**src/rtl/config_pkg.sv**
```systemverilog
// Shared types for the UART ALU command master: operation codes, wire opcodes
// and the master state encoding.
package config_pkg;

  typedef enum logic [1:0] {
    ECHO = 2'd0,
    ADD  = 2'd1,
    MUL  = 2'd2,
    DIV  = 2'd3
  } alu_op_t;

  localparam logic [7:0] OP_ECHO = 8'hEC;
  localparam logic [7:0] OP_ADD  = 8'hAD;
  localparam logic [7:0] OP_MUL  = 8'hAF;
  localparam logic [7:0] OP_DIV  = 8'hF6;

  typedef enum logic [2:0] {
    ST_IDLE,
    ST_HDR_OP,
    ST_HDR_RSV,
    ST_HDR_LSB,
    ST_HDR_MSB,
    ST_PAYLOAD,
    ST_RESP,
    ST_ECHO_DRAIN
  } state_t;

  function automatic logic [7:0] op_byte(alu_op_t op);
    case (op)
      ECHO:    return OP_ECHO;
      ADD:     return OP_ADD;
      MUL:     return OP_MUL;
      default: return OP_DIV;
    endcase
  endfunction

endpackage

```
**src/rtl/alu_resp_assembler.sv**
```systemverilog
// Collects RX bytes LSB first into 32-bit words and holds one finished word
// behind a valid/ready interface; clr_i drops any partial or held word.
module alu_resp_assembler (
  input  logic        clk_i,
  input  logic        rst_ni,
  input  logic        clr_i,
  input  logic        byte_valid_i,
  output logic        byte_ready_o,
  input  logic [7:0]  byte_data_i,
  output logic        word_valid_o,
  input  logic        word_ready_i,
  output logic [31:0] word_data_o
);

  logic [1:0]  cnt_q;
  logic [23:0] part_q;
  logic [31:0] hold_q;
  logic        hold_valid_q;
  logic        byte_hs;

  // A byte may enter while the held word is leaving in the same cycle.
  assign byte_ready_o = !hold_valid_q || word_ready_i;
  assign byte_hs      = byte_valid_i && byte_ready_o;
  assign word_valid_o = hold_valid_q;
  assign word_data_o  = hold_q;

  always_ff @(posedge clk_i or negedge rst_ni) begin
    if (!rst_ni) begin
      cnt_q        <= '0;
      part_q       <= '0;
      hold_q       <= '0;
      hold_valid_q <= 1'b0;
    end else if (clr_i) begin
      cnt_q        <= '0;
      hold_valid_q <= 1'b0;
    end else begin
      if (hold_valid_q && word_ready_i) hold_valid_q <= 1'b0;
      if (byte_hs) begin
        cnt_q <= cnt_q + 2'd1;
        if (cnt_q == 2'd3) begin
          hold_q       <= {byte_data_i, part_q};
          hold_valid_q <= 1'b1;
        end else begin
          part_q <= {byte_data_i, part_q[23:8]};
        end
      end
    end
  end

endmodule

```
**src/rtl/alu_cmd_master.sv**
```systemverilog
// Host-side initiator for the UART ALU packet protocol: serializes a command to
// TX bytes and returns RX result words. Optional RX timeout: ALU_CMD_MASTER_TIMEOUT_EN.
module alu_cmd_master
  import config_pkg::*;
#(
  parameter int COUNT_W    = 8,
  parameter int DATA_WIDTH = 8
`ifdef ALU_CMD_MASTER_TIMEOUT_EN
  ,
  parameter int TIMEOUT_CYC = 1 << 20
`endif
) (
  input  logic                  clk_i,
  input  logic                  rst_ni,
  input  logic                  cmd_valid_i,
  output logic                  cmd_ready_o,
  input  logic [1:0]            cmd_op_i,
  input  logic [COUNT_W-1:0]    cmd_words_i,
  input  logic                  opnd_valid_i,
  output logic                  opnd_ready_o,
  input  logic [31:0]           opnd_data_i,
  output logic [DATA_WIDTH-1:0] tx_data_o,
  output logic                  tx_valid_o,
  input  logic                  tx_ready_i,
  input  logic [DATA_WIDTH-1:0] rx_data_i,
  input  logic                  rx_valid_i,
  output logic                  rx_ready_o,
  output logic [31:0]           res_data_o,
  output logic                  res_valid_o,
  input  logic                  res_ready_i,
  output logic                  res_last_o,
  output logic                  busy_o,
`ifdef ALU_CMD_MASTER_TIMEOUT_EN
  output logic                  timeout_o,
`endif
  output logic                  err_o
);

  if (DATA_WIDTH != 8) begin : g_dw_check
    $error("alu_cmd_master: DATA_WIDTH must be 8");
  end
  if (COUNT_W > 13) begin : g_cw_check
    $error("alu_cmd_master: COUNT_W must be <= 13");
  end

  state_t               state_q, state_d;
  alu_op_t              op_q;
  logic [COUNT_W-1:0]   n_q, tx_words_q, rx_words_q;
  logic [15:0]          len_q;
  logic [31:0]          shift_q;
  logic [2:0]           sh_cnt_q;
  logic                 err_q;
  logic                 cmd_hs, cmd_bad, tx_hs, opnd_hs, tx_last;
  logic                 res_hs, res_last_hs, rx_window;
  logic                 asm_byte_valid, asm_byte_ready, asm_clr;
  logic                 to_hit;

  assign cmd_hs      = cmd_valid_i && cmd_ready_o;
  assign cmd_bad     = (cmd_words_i == '0) ||
                       ((alu_op_t'(cmd_op_i) == DIV) && (cmd_words_i != COUNT_W'(2)));
  assign tx_hs       = tx_valid_o && tx_ready_i;
  assign opnd_hs     = opnd_valid_i && opnd_ready_o;
  assign tx_last     = (state_q == ST_PAYLOAD) && tx_hs && (sh_cnt_q == 3'd1) &&
                       (tx_words_q == n_q);
  assign res_hs      = res_valid_o && res_ready_i;
  assign res_last_hs = res_hs && res_last_o;
  assign res_last_o  = res_valid_o && ((op_q != ECHO) || (rx_words_q == n_q - COUNT_W'(1)));
  assign err_o       = err_q;

  // Echoed bytes flow back while the payload is still going out.
  assign rx_window      = ((state_q == ST_PAYLOAD) && (op_q == ECHO)) ||
                          (state_q == ST_RESP) || (state_q == ST_ECHO_DRAIN);
  assign asm_byte_valid = rx_valid_i && rx_window;
  assign asm_clr        = (state_q == ST_IDLE) || to_hit;
  assign rx_ready_o     = (state_q == ST_IDLE) || (rx_window && asm_byte_ready);

  alu_resp_assembler u_asm (
    .clk_i        (clk_i),
    .rst_ni       (rst_ni),
    .clr_i        (asm_clr),
    .byte_valid_i (asm_byte_valid),
    .byte_ready_o (asm_byte_ready),
    .byte_data_i  (rx_data_i),
    .word_valid_o (res_valid_o),
    .word_ready_i (res_ready_i),
    .word_data_o  (res_data_o)
  );

  always_comb begin
    // NOTE: every output gets a default first so no path can infer a latch.
    state_d      = state_q;
    cmd_ready_o  = 1'b0;
    opnd_ready_o = 1'b0;
    tx_valid_o   = 1'b0;
    tx_data_o    = shift_q[7:0];
    busy_o       = 1'b1;
    case (state_q)
      ST_IDLE: begin
        busy_o      = 1'b0;
        cmd_ready_o = 1'b1;
        if (cmd_hs && !cmd_bad) state_d = ST_HDR_OP;
      end
      ST_HDR_OP: begin
        tx_valid_o = 1'b1;
        tx_data_o  = op_byte(op_q);
        if (tx_hs) state_d = ST_HDR_RSV;
      end
      ST_HDR_RSV: begin
        tx_valid_o = 1'b1;
        tx_data_o  = 8'h00;
        if (tx_hs) state_d = ST_HDR_LSB;
      end
      ST_HDR_LSB: begin
        tx_valid_o = 1'b1;
        tx_data_o  = len_q[7:0];
        if (tx_hs) state_d = ST_HDR_MSB;
      end
      ST_HDR_MSB: begin
        tx_valid_o = 1'b1;
        tx_data_o  = len_q[15:8];
        if (tx_hs) state_d = ST_PAYLOAD;
      end
      ST_PAYLOAD: begin
        tx_valid_o   = (sh_cnt_q != 3'd0);
        opnd_ready_o = (sh_cnt_q == 3'd0) && (tx_words_q != n_q);
        if (tx_last) begin
          if (op_q != ECHO)                             state_d = ST_RESP;
          else if ((rx_words_q == n_q) || res_last_hs)  state_d = ST_IDLE;
          else                                          state_d = ST_ECHO_DRAIN;
        end
      end
      ST_RESP, ST_ECHO_DRAIN: begin
        if (res_last_hs) state_d = ST_IDLE;
      end
      default: state_d = ST_IDLE;
    endcase
    if (to_hit) state_d = ST_IDLE;
  end

  always_ff @(posedge clk_i or negedge rst_ni) begin
    if (!rst_ni) begin
      state_q    <= ST_IDLE;
      op_q       <= ECHO;
      n_q        <= '0;
      len_q      <= '0;
      tx_words_q <= '0;
      rx_words_q <= '0;
      shift_q    <= '0;
      sh_cnt_q   <= '0;
      err_q      <= 1'b0;
    end else begin
      // NOTE: non-blocking assignments keep every register sampling pre-edge values.
      state_q <= state_d;
      err_q   <= (cmd_hs && cmd_bad) || to_hit;
      if (cmd_hs && !cmd_bad) begin
        op_q       <= alu_op_t'(cmd_op_i);
        n_q        <= cmd_words_i;
        len_q      <= (16'(cmd_words_i) << 2) + 16'd4;
        tx_words_q <= '0;
        rx_words_q <= '0;
        sh_cnt_q   <= '0;
      end
      if (opnd_hs) begin
        shift_q    <= opnd_data_i;
        sh_cnt_q   <= 3'd4;
        tx_words_q <= tx_words_q + COUNT_W'(1);
      end else if ((state_q == ST_PAYLOAD) && tx_hs) begin
        shift_q  <= {8'h00, shift_q[31:8]};
        sh_cnt_q <= sh_cnt_q - 3'd1;
      end
      if (res_hs) rx_words_q <= rx_words_q + COUNT_W'(1);
    end
  end

`ifdef ALU_CMD_MASTER_TIMEOUT_EN
  localparam int TO_W = $clog2(TIMEOUT_CYC + 1);
  logic [TO_W-1:0] to_cnt_q;
  logic            to_q, awaiting;

  // Only count while the block is starved for RX, not while a result is held.
  assign awaiting  = ((state_q == ST_RESP) || (state_q == ST_ECHO_DRAIN)) && !res_valid_o;
  assign to_hit    = awaiting && (to_cnt_q == TO_W'(TIMEOUT_CYC - 1));
  assign timeout_o = to_q;

  always_ff @(posedge clk_i or negedge rst_ni) begin
    if (!rst_ni) begin
      to_cnt_q <= '0;
      to_q     <= 1'b0;
    end else begin
      to_q <= to_hit;
      if (!awaiting || to_hit || (asm_byte_valid && asm_byte_ready)) to_cnt_q <= '0;
      else                                                            to_cnt_q <= to_cnt_q + TO_W'(1);
    end
  end
`else
  assign to_hit = 1'b0;
`endif

endmodule

```
**config.mk**
```make
export PLATFORM = sky130hd
export DESIGN_NAME = alu_cmd_master
export DESIGN_NICKNAME = d
export VERILOG_FILES = /design/src/rtl/config_pkg.sv /design/src/rtl/alu_resp_assembler.sv /design/src/rtl/alu_cmd_master.sv
export SDC_FILE = /design/constraint.sdc
export NUM_CORES = 1
export LEC_CHECK = 0
export BUFFER_PORTS_ARGS = -buffer_cell sky130_fd_sc_hd__buf_2
export CORE_ASPECT_RATIO = 1.4
export CORE_MARGIN = 3
export CORE_UTILIZATION = 30
export CTS_BUF_LIST = sky130_fd_sc_hd__clkbuf_16
export DETAILED_ROUTE_END_ITERATION = 7
export GPL_ROUTABILITY_DRIVEN = 0
export GPL_TIMING_DRIVEN = 1
export HOLD_SLACK_MARGIN = 0.06
export PLACE_DENSITY = 0.58
export SETUP_SLACK_MARGIN = 0.3
export SLEW_MARGIN = 5
export SYNTH_ARGS = -nofsm -noshare
export SYNTH_HDL_FRONTEND = slang
export SYNTH_SLANG_ARGS = --single-unit
```
**constraint.sdc**
```tcl
create_clock -name clk_i -period 2.35 [get_ports clk_i]
set_input_delay 0.47 -clock clk_i [delete_from_list [all_inputs] [get_ports clk_i]]
set_output_delay 0.47 -clock clk_i [all_outputs]
set_load 0.005 [all_outputs]
```
==> flow_summary_export.csv, run 1 <==
group,metric,value,unit
grt,antenna_found_initial,1,
synthesis,synthesis.nets,684,
grt,grt_max_degree,41,
power,p_int,8.724,mW
power,clockPowerShare,19.8,%
synthesis,syn-cell-area,6456,um^2
die,num_rows,62,
layout,area_growth,54.77,%
worst_setup_path,path_class,"reg2out",
run_status,violations,"setup timing",
grt,grt_pass1_wl,28.57,mm
timing,finalCriticalPeriod,2870,ps
routing,drcViolationCount,0,
timing,finalCritPeriodShare,122.1,%
layout,postLayoutCellArea,9992,um^2
die,fp.dieArea,23340,um^2
clocking,clk_pin_slew_worst_paths,60,ps
synthesis,syn_area_per_cell,10.51,um^2
timing,whs,268.4,ps
timing,hold_viol_final,0,
power,vdd_ir_drop_max,0.5823,mV
worst_setup_path,crit_fanout,3,
timing,max_slew_margin,69.43,%
worst_setup_path,startpoint_type,"register",
routing,finalWirelength,19.44,mm
power,p_leak,4.791,nW
layout,drive_gt1_share,52.25,%
synthesis,ys_seq_area_share,51.55,%
flow_run,maxCapViolCount,0,
power,total_power,13.56,mW
worst_setup_path,worst_setup_path_end_kind,"primary output",
layout,nFillCells,1848,
layout,final_cell_mix,"dfrtp_1, buf_2, nand2_1",
synthesis,async_flop_share,100.0,%
die,io_pins,105,
run_status,status,"finished, violations left",
worst_hold_path,hold_path.class,"in2reg",
place,port_buffers,104,
place,dp_hpwl,11.77,mm
die,die_w,130.0,um
die,start_util,30.94,%
place,dpl_cell_area,7535,um^2
synthesis,netlist-cell-type-count,56,
routing,drt_iter0_markers,317,
timing,max_clock_freq,348.5,MHz
power,p_per_area,1357,nW/um^2
power,combPwrFrac,50.3,%
layout,num-nets-final,880,
routing,vias,5421,
clocking,cts_buffer_depth,2,
synthesis,ys_ff_latch,133,
clocking,tritoncts,"yes",
clocking,insertion_delay,420,ps
timing,finalSetupViolCount,5,
routing,ant_nets,0,
power,power_frac_seq,29.9,%
worst_setup_path,cp.arrival,2400,ps
die,core,20870,um^2
power,p_sw,4.837,mW
timing,worst_pin_slew,457.5,ps
clocking,cts_buffers,17,
grt,grt_overflow,0,
routing,routed_via_density,5.015,
grt,grtUsageTotal,15.52,%
worst_setup_path,rrSetupSlack,-460,ps
synthesis,synthFlopType,"dfrtp_1",
timing,finClkSkew,11.78,ps
die,die_height,179.6,um
routing,first_pass_iters,4,
timing,maxSlewViolCount,0,
synthesis,yosys_warnings,0,
clocking,root_buffer,"clkbuf_16",
power,swShare,35.67,%
clocking,h-tree-depth,4,
worst_setup_path,critPathRequiredTime,1880,ps
routing,drt-wirelength-per-cell,17.98,um
timing,setup_slack,-519.6,ps
timing,rsz0062_at_grt,"true",
synthesis,synth_edf_count,0,
layout,layout_commonest_cell,"dfrtp_1",
synthesis,synthCells,614,
clocking,clock_sinks,133,
grt,grt_pass1_vias,5395,
-- cells by family after synthesis --
group           Yosys count  synth area share (%)
simple gates            194                 13.86
flops                   133                 51.55
compound gates          125                 13.18
mux                      68                 11.80
buf+inv                  53                 3.294
xor+xnor                 28                 3.798
fa+ha+maj                13                 2.519
-- power by group through the flow --
stage / clock [mW] / combinational (mW) / sequential [mW]
floorplan: 0 / 2.62 / 3.79
global placement: 0 / 4.12 / 3.89
detailed placement: 0 / 4.18 / 3.92
CTS: 2.75 / 5.46 / 3.95
global route: 2.87 / 7.34 / 4.19
finish: 2.69 / 6.82 / 4.06
-- per-layer routing --
metal	GRT usage (%)	wire length, um	up-vias
li1	-	-	2564
met2	26.19	10230	107
met1	19.04	8165	2724
met3	3.474	624	26
met4	6.115	412	0
met5	0	0	-
-- cells in the mapped netlist, drive strengths merged, types with 4 or more instances --
cell / count / area [um^2]
ha: 13 / 162.7
xor2: 18 / 157.7
nand2: 104 / 390.4
a211oi: 4 / 47.54
a22oi: 23 / 172.7
inv: 18 / 67.56
or4: 4 / 33.78
nand3: 18 / 90.09
o22ai: 4 / 25.02
nor4: 4 / 25.02
a22o: 7 / 61.31
nand2b: 6 / 37.54
mux2: 65 / 732.0
nor2: 25 / 96.35
o211ai: 4 / 30.03
a221o: 5 / 50.05
buf: 9 / 47.54
xnor2: 10 / 87.58
and2: 4 / 25.02
and3: 6 / 37.54
clkbuf: 26 / 97.59
nor3: 4 / 20.02
nor2b: 6 / 37.54
a21oi: 17 / 85.08
o21ai: 39 / 195.2
dfrtp: 133 / 3328
-- repair_timing --
action / CTS / global route
gates cloned: 7 / 10
setup buffers: 23 / 31
endpoints found under the setup margin: 71 / 101
hold endpoints to repair: 36 / 0
pin swaps: 27 / 60
hold buffers: 1 / 0
resized for setup: 145 / 163
-- sequential cells by signal, summed over array words and instances, names as in the netlist --
signal              count
u_asm.word_data_o      32
u_asm.part_q           24
n_q                     8
len_q                   9
sh_cnt_q                3
shift_q                32
op_q                    2
tx_words_q              8
rx_words_q              8
err_o                   1
u_asm.cnt_q             2
state_q                 3
u_asm.word_valid_o      1
-- through the flow --
stage | util (%) | TNS, ps | instances | setup slack [ps]
4_1_cts | 42.94 | -1701 | 1038 | -529.6
2_1_floorplan | - | -60.24 | 614 | -60.24
3_3_place_gp | 36.11 | -117.9 | 975 | -117.9
5_1_grt | 47.87 | -3306 | 1080 | -718.0
6_report | 47.88 | -1824 | 1081 | -519.6
3_5_place_dp | 36.11 | -156.8 | 975 | -119.9
-- worst max-delay path, stage by stage, from the launching register on --
cell and delay (ps):
dfrtp_1 390, inv_2 80, ha_4 130, or3b_4 370, or4_4 430, a211oi_2 220
o211ai_1 120, a21boi_1 120, buf_2 130
-- path summary, 6_finish.rpt --
path / from / cells after the start / to
max: n_q[1]$_DFFE_PN0P_ / 8 / res_last_o
min: opnd_data_i[24] / 3 / shift_q[24]$_DFFE_PN0P_
min reg2reg: shift_q[10]$_DFFE_PN0P_ / 2 / shift_q[10]$_DFFE_PN0P_
max in group asynchronous: rst_ni / 3 / state_q[0]$_DFFE_PN0P_
min in group asynchronous: rst_ni / 2 / err_o$_DFF_PN0_
max reg2reg: n_q[1]$_DFFE_PN0P_ / 15 / state_q[2]$_DFFE_PN0P_
-- area by class of cell --
class	instances	area, um^2	area share, %
multi-input cells	429	3762	37.65
well taps	256	320.3	3.206
inverters	18	72.57	0.7263
repair buffers	211	1908	19.10
clock buffers	17	425.4	4.257
flip-flops and latches	133	3331	33.33
clock inverters	15	167.7	1.678
diodes	2	5.005	0.05009
Power figures use the tool's default switching activity.
==> inputs of run 2 (changes only) <==
Settings changed: PLACE_DENSITY 0.58 to 0.57.
Clock period 2.35 ns to 3.2 ns, I/O delays scaled along.
==> run 2 against run 1 <==
Against the previous run:
- the run now ends clean
- clock power fell by 26%
- final cell count decreased by 8.0%
- sequential power down 28%
- sequential share of layout area increased by 8.2 points
- sequential cell count did not move
- first-iteration DRC count decreased by 7.6%
- utilization down 9.5 points
- critical path type unchanged
==> flow_summary_export.csv, run 2 (synthesized netlist as in run 1, its figures left out) <==
group,metric,value,unit
power,vdd_ir_drop_max,0.4149,mV
timing,rsz0062_at_grt,"true",
routing,drt_iter0_markers,293,
place,dpl_worst_slack,253.2,ps
worst_setup_path,critPathRequiredTime,2560,ps
grt,grtUsageTotal,14.36,%
timing,max_clock_freq,315.4,MHz
layout,postLayoutCellArea,8008,um^2
layout,area_growth,24.03,%
timing,finClkSkew,10.54,ps
worst_setup_path,cp_slowest_cell,"or4_4",
routing,drt-wirelength-per-cell,16.31,um
clocking,root_buffer,"clkbuf_16",
timing,finalCriticalPeriod,3170,ps
layout,drive_gt1_share,33.06,%
routing,first_pass_iters,5,
timing,setup_slack,29.84,ps
power,p_leak,3.786,nW
grt,grt_pass1_wl,26.39,mm
layout,final_cell_mix,"dfrtp_1, nand2_1, buf_2",
routing,finalWirelength,16.21,mm
worst_setup_path,reg2reg_from,"state_q[1]$_DFFE_PN0P_",
worst_setup_path,rrSetupSlack,720,ps
clocking,hold_buffers,0,
clocking,insertion_delay,420,ps
power,p_per_area,970.5,nW/um^2
worst_hold_path,hold_path.class,"in2async",
worst_setup_path,startpoint_type,"register",
clocking,clk_pin_slew_worst_paths,60,ps
timing,maxSlewViolCount,0,
die,die_height,179.6,um
layout,diodes,0,
worst_setup_path,worst_setup_path_end_kind,"primary output",
routing,vias,4956,
place,port_buffers,104,
die,fp.dieArea,23340,um^2
clocking,cts_buffers,17,
worst_setup_path,cp.arrival,2530,ps
routing,drcViolationCount,0,
clocking,cts_buffer_depth,2,
layout,layout_commonest_cell,"dfrtp_1",
timing,whs,166.2,ps
place,dp_hpwl,11.58,mm
die,core,20870,um^2
layout,num-nets-final,795,
timing,finalCritPeriodShare,99.07,%
timing,tns,0,ps
grt,grt_overflow,0,
run_status,status,"completed",
worst_setup_path,startpoint,"n_q[0]$_DFFE_PN0P_",
timing,max_slew_margin,63.66,%
worst_setup_path,cp_cell_sequence,"inv_2 -> ha_4 -> or3b_4 -> or4_4 -> a211oi_4 -> o211ai_1 -> a21boi_1 -> buf_2",
timing,worst_pin_slew,545.1,ps
worst_setup_path,critPathMaxStageDelay,500,ps
routing,routed_via_density,4.986,
clocking,h-tree-depth,4,
die,die_w,130.0,um
worst_setup_path,worstReg2RegEnd,"tx_words_q[2]$_DFFE_PN0P_",
die,io_pins,105,
worst_setup_path,ff2ff_path_depth,8,
worst_setup_path,path_class,"reg2out",
timing,finalSetupViolCount,0,
flow_run,maxCapViolCount,0,
grt,grt_max_degree,55,
place,dpl_cell_area,7325,um^2
die,start_util,30.94,%
routing,ant_nets,0,
worst_setup_path,cp-endpoint,"res_last_o",
clocking,clock_sinks,133,
worst_setup_path,crit_fanout,3,
grt,grt_pass1_vias,4969,
die,num_rows,62,
clocking,tritoncts,"yes",
grt,antenna_found_initial,0,
timing,hold_viol_final,0,
-- run 2: changes by cell type in the layout (fill, tap and decap cells not counted), moves of 11 or more --
cell	change
o21ai_0	+27
o21ai_1	-16
buf_6	-41
mux2_2	+63
o21ai_2	-11
mux2_4	-63
nand2_2	-24
buf_4	-18
nand2_1	+38
nand2_4	-14
-- run 2: repair_timing --
item	4_1_cts	5_1_grt
pin swaps	3	1
endpoints found under the setup margin	1	2
setup buffers	6	0
gates resized for setup	3	7
-- run 2: worst min path at each step --
stage | to | start | slack, ps | depth (start not counted)
after floorplan | err_o$_DFF_PN0_ | rst_ni | 340 | 0
after global placement | shift_q[18]$_DFFE_PN0P_ | shift_q[18]$_DFFE_PN0P_ | 460 | 2
after detailed placement | shift_q[22]$_DFFE_PN0P_ | shift_q[22]$_DFFE_PN0P_ | 460 | 2
after CTS | err_o$_DFF_PN0_ | rst_ni | 190 | 1
after global routing | u_asm.word_data_o[2]$_DFFE_PN0P_ | rst_ni | 190 | 1
final | err_o$_DFF_PN0_ | rst_ni | 170 | 1
-- run 2: routing by layer --
metal / vias to the layer above / part of all wire (%) / track usage, %
met1: 2456 / 42 / 17.91
met4: 0 / 1.7 / 4.700
met2: 101 / 52 / 24.09
met3: 15 / 4.6 / 3.652
met5: - / 0 / 0
li1: 2384 / - / -
-- run 2: worst max-delay path: cells and delay by family (launching register included) --
kind / cells / cell delay, ps
DFF: 1 / 400
and+or+nand+nor: 2 / 880
buffers and inverters: 2 / 210
adders and majority gates: 1 / 130
AOI/OAI and AO/OA: 3 / 490
-- run 2: through the flow --
stage          power, mW  utilization, %  instances
5_1_grt            8.356           38.37        994
4_1_cts            7.850           38.27        994
6_report           7.772           38.37        994
2_1_floorplan      4.699               -        614
3_5_place_dp       5.731           35.10        956
3_3_place_gp       5.677           35.10        956
-- run 2: area by class of cell --
| type | instances | area, um^2 |
|---|---|---|
| flip-flops and latches | 133 | 3329 |
| fillers | 2107 | 12860 |
| well taps | 256 | 320.3 |
| inverters | 18 | 67.56 |
| multi-input cells | 428 | 2969 |
| clock buffers | 17 | 425.4 |
| clock inverters | 15 | 180.2 |
| repair buffers | 127 | 715.7 |
-- run 2: power by group --
part	switching [mW]	leakage [nW]	internal, mW
clock network	0.868	0.299	1.12
logic	1.44	1.82	1.41
registers	0.541	1.67	2.39
total	2.85	3.79	4.92
==> inputs of run 3 (changes only) <==
Settings changed: MAX_ROUTING_LAYER set to met4, PLACE_DENSITY 0.57 to 0.54.
==> run 3 against run 2 <==
Against the previous run:
- register-to-register slack worse by 180 ps
- global-route usage up 0.56 points
- highest routed layer unchanged
- count of clock-buffer cells in the layout unchanged
==> flow_summary_export.csv, run 3 (synthesized netlist as in run 1, its figures left out) <==
group,metric,value,unit
grt,grtUsageTotal,14.91,%
timing,finalSetupViolCount,0,
die,io_pins,105,
worst_setup_path,startpoint_type,"register",
die,num_rows,62,
power,vdd_ir_drop_max,0.4184,mV
power,total_power,7.705,mW
place,port_buffers,104,
grt,grt_pass1_vias,4864,
worst_setup_path,critPathMaxStageDelay,430,ps
timing,setup_slack,128.9,ps
timing,maxSlewViolCount,0,
die,start_util,30.94,%
routing,drt-wirelength-per-cell,16.57,um
clocking,cts_buffers,17,
worst_setup_path,crit_fanout,2,
clocking,clk_pin_slew_worst_paths,70,ps
worst_setup_path,cp_slowest_cell,"or4_4",
clocking,cts_buffer_depth,2,
die,core,20870,um^2
layout,num-nets-final,796,
die,die_height,179.6,um
grt,grt_overflow,0,
place,dp_hpwl,11.82,mm
layout,drive_gt1_share,32.88,%
clocking,root_buffer,"clkbuf_16",
layout,layout_commonest_cell,"dfrtp_1",
clocking,h-tree-depth,4,
routing,routed_via_density,4.901,
timing,rsz0062_at_grt,"true",
clocking,insertion_delay,430,ps
timing,finalCritPeriodShare,95.97,%
routing,ant_nets,0,
grt,grt_pass1_wl,26.56,mm
routing,drcViolationCount,0,
layout,diodes,0,
layout,final_cell_mix,"dfrtp_1, nand2_1, buf_2",
die,die_w,130.0,um
timing,tns,0,ps
layout,final_cells,995,
timing,hold_viol_final,0,
run_status,status,"completed",
timing,worst_pin_slew,677.9,ps
worst_setup_path,crit_buf_inv,2,
layout,postLayoutCellArea,7998,um^2
routing,first_pass_iters,4,
worst_hold_path,hold_path.class,"in2async",
worst_setup_path,cp_cell_sequence,"inv_2 -> ha_4 -> or3b_4 -> or4_4 -> a211oi_4 -> o211ai_1 -> a21boi_1 -> buf_2",
place,dpl_worst_slack,291.5,ps
timing,max_slew_margin,54.66,%
flow_run,maxCapViolCount,0,
place,dpl_cell_area,7330,um^2
worst_setup_path,worst_setup_path_end_kind,"primary output",
worst_setup_path,critPathRequiredTime,2560,ps
place,dp.cells,955,
die,fp.dieArea,23340,um^2
routing,vias,4876,
timing,whs,190.2,ps
clocking,tritoncts,"yes",
clocking,clock_sinks,133,
grt,grt_max_degree,65,
worst_setup_path,path_class,"reg2out",
worst_setup_path,cp_top_family,"simple AND/OR/NAND/NOR gates",
timing,max_clock_freq,325.6,MHz
clocking,hold_buffers,0,
timing,finalCriticalPeriod,3071,ps
layout,area_growth,23.88,%
timing,finClkSkew,11.50,ps
routing,finalWirelength,16.49,mm
layout,final_util,38.33,%
power,p_per_area,963.5,nW/um^2
power,p_leak,3.779,nW
routing,drt_iter0_markers,237,
worst_setup_path,cp.arrival,2430,ps
grt,antenna_found_initial,0,
## run 3: changes by cell type in the layout (fill, tap and decap cells not counted)
cell,previous run,this run
clkinv_4,2,4
buf_12,1,2
bufinv_16,1,0
clkinv_8,2,1
inv_1,16,17
inv_2,2,1
inv_6,5,4
inv_8,5,6
or4_1,1,2
or4_4,3,2
## run 3: cell type report
type | count | area, um^2
clock inverter | 15 | 153.9
inverter | 18 | 67.56
tap | 256 | 320.3
sequential | 133 | 3329
fill | 2143 | 12870
multi-input combinational | 428 | 2965
timing repair buffer | 128 | 735.7
clock buffer | 17 | 425.4
## run 3: final timing paths
path | cells past startpoint | endpoint | slack (ps) | start
worst max-delay path | 8 | res_last_o | 130 | n_q[1]$_DFFE_PN0P_
worst min-delay path | 1 | rx_words_q[3]$_DFFE_PN0P_ | 190 | rst_ni
worst max register to register | 9 | shift_q[5]$_DFFE_PN0P_ | 540 | n_q[1]$_DFFE_PN0P_
worst min register to register | 2 | shift_q[12]$_DFFE_PN0P_ | 480 | shift_q[12]$_DFFE_PN0P_
max in group asynchronous | 2 | len_q[5]$_DFFE_PN0P_ | 2290 | rst_ni
min in group clk_i | 3 | shift_q[27]$_DFFE_PN0P_ | 420 | opnd_data_i[27]
## run 3: power by group
group	internal, mW	total, mW	switching (mW)	leakage (nW)
clock	1.04	1.91	0.871	0.287
combinational	1.41	2.89	1.48	1.82
sequential	2.39	2.90	0.510	1.67
## run 3: what timing repair did
item                                    CTS  global route
pin swaps                                 7             0
hold endpoints to repair                  0             0
endpoints found under the setup margin    1             1
gates resized for setup                   8             0
setup buffers                             8             0
## run 3: per-layer routing
layer,GRT usage (%),vias to the layer above,wire [um]
met4,4.118,0,205
li1,-,2388,-
met5,-,-,0
met2,23.65,84,8316
met1,19.14,2388,7345
met3,3.414,16,624
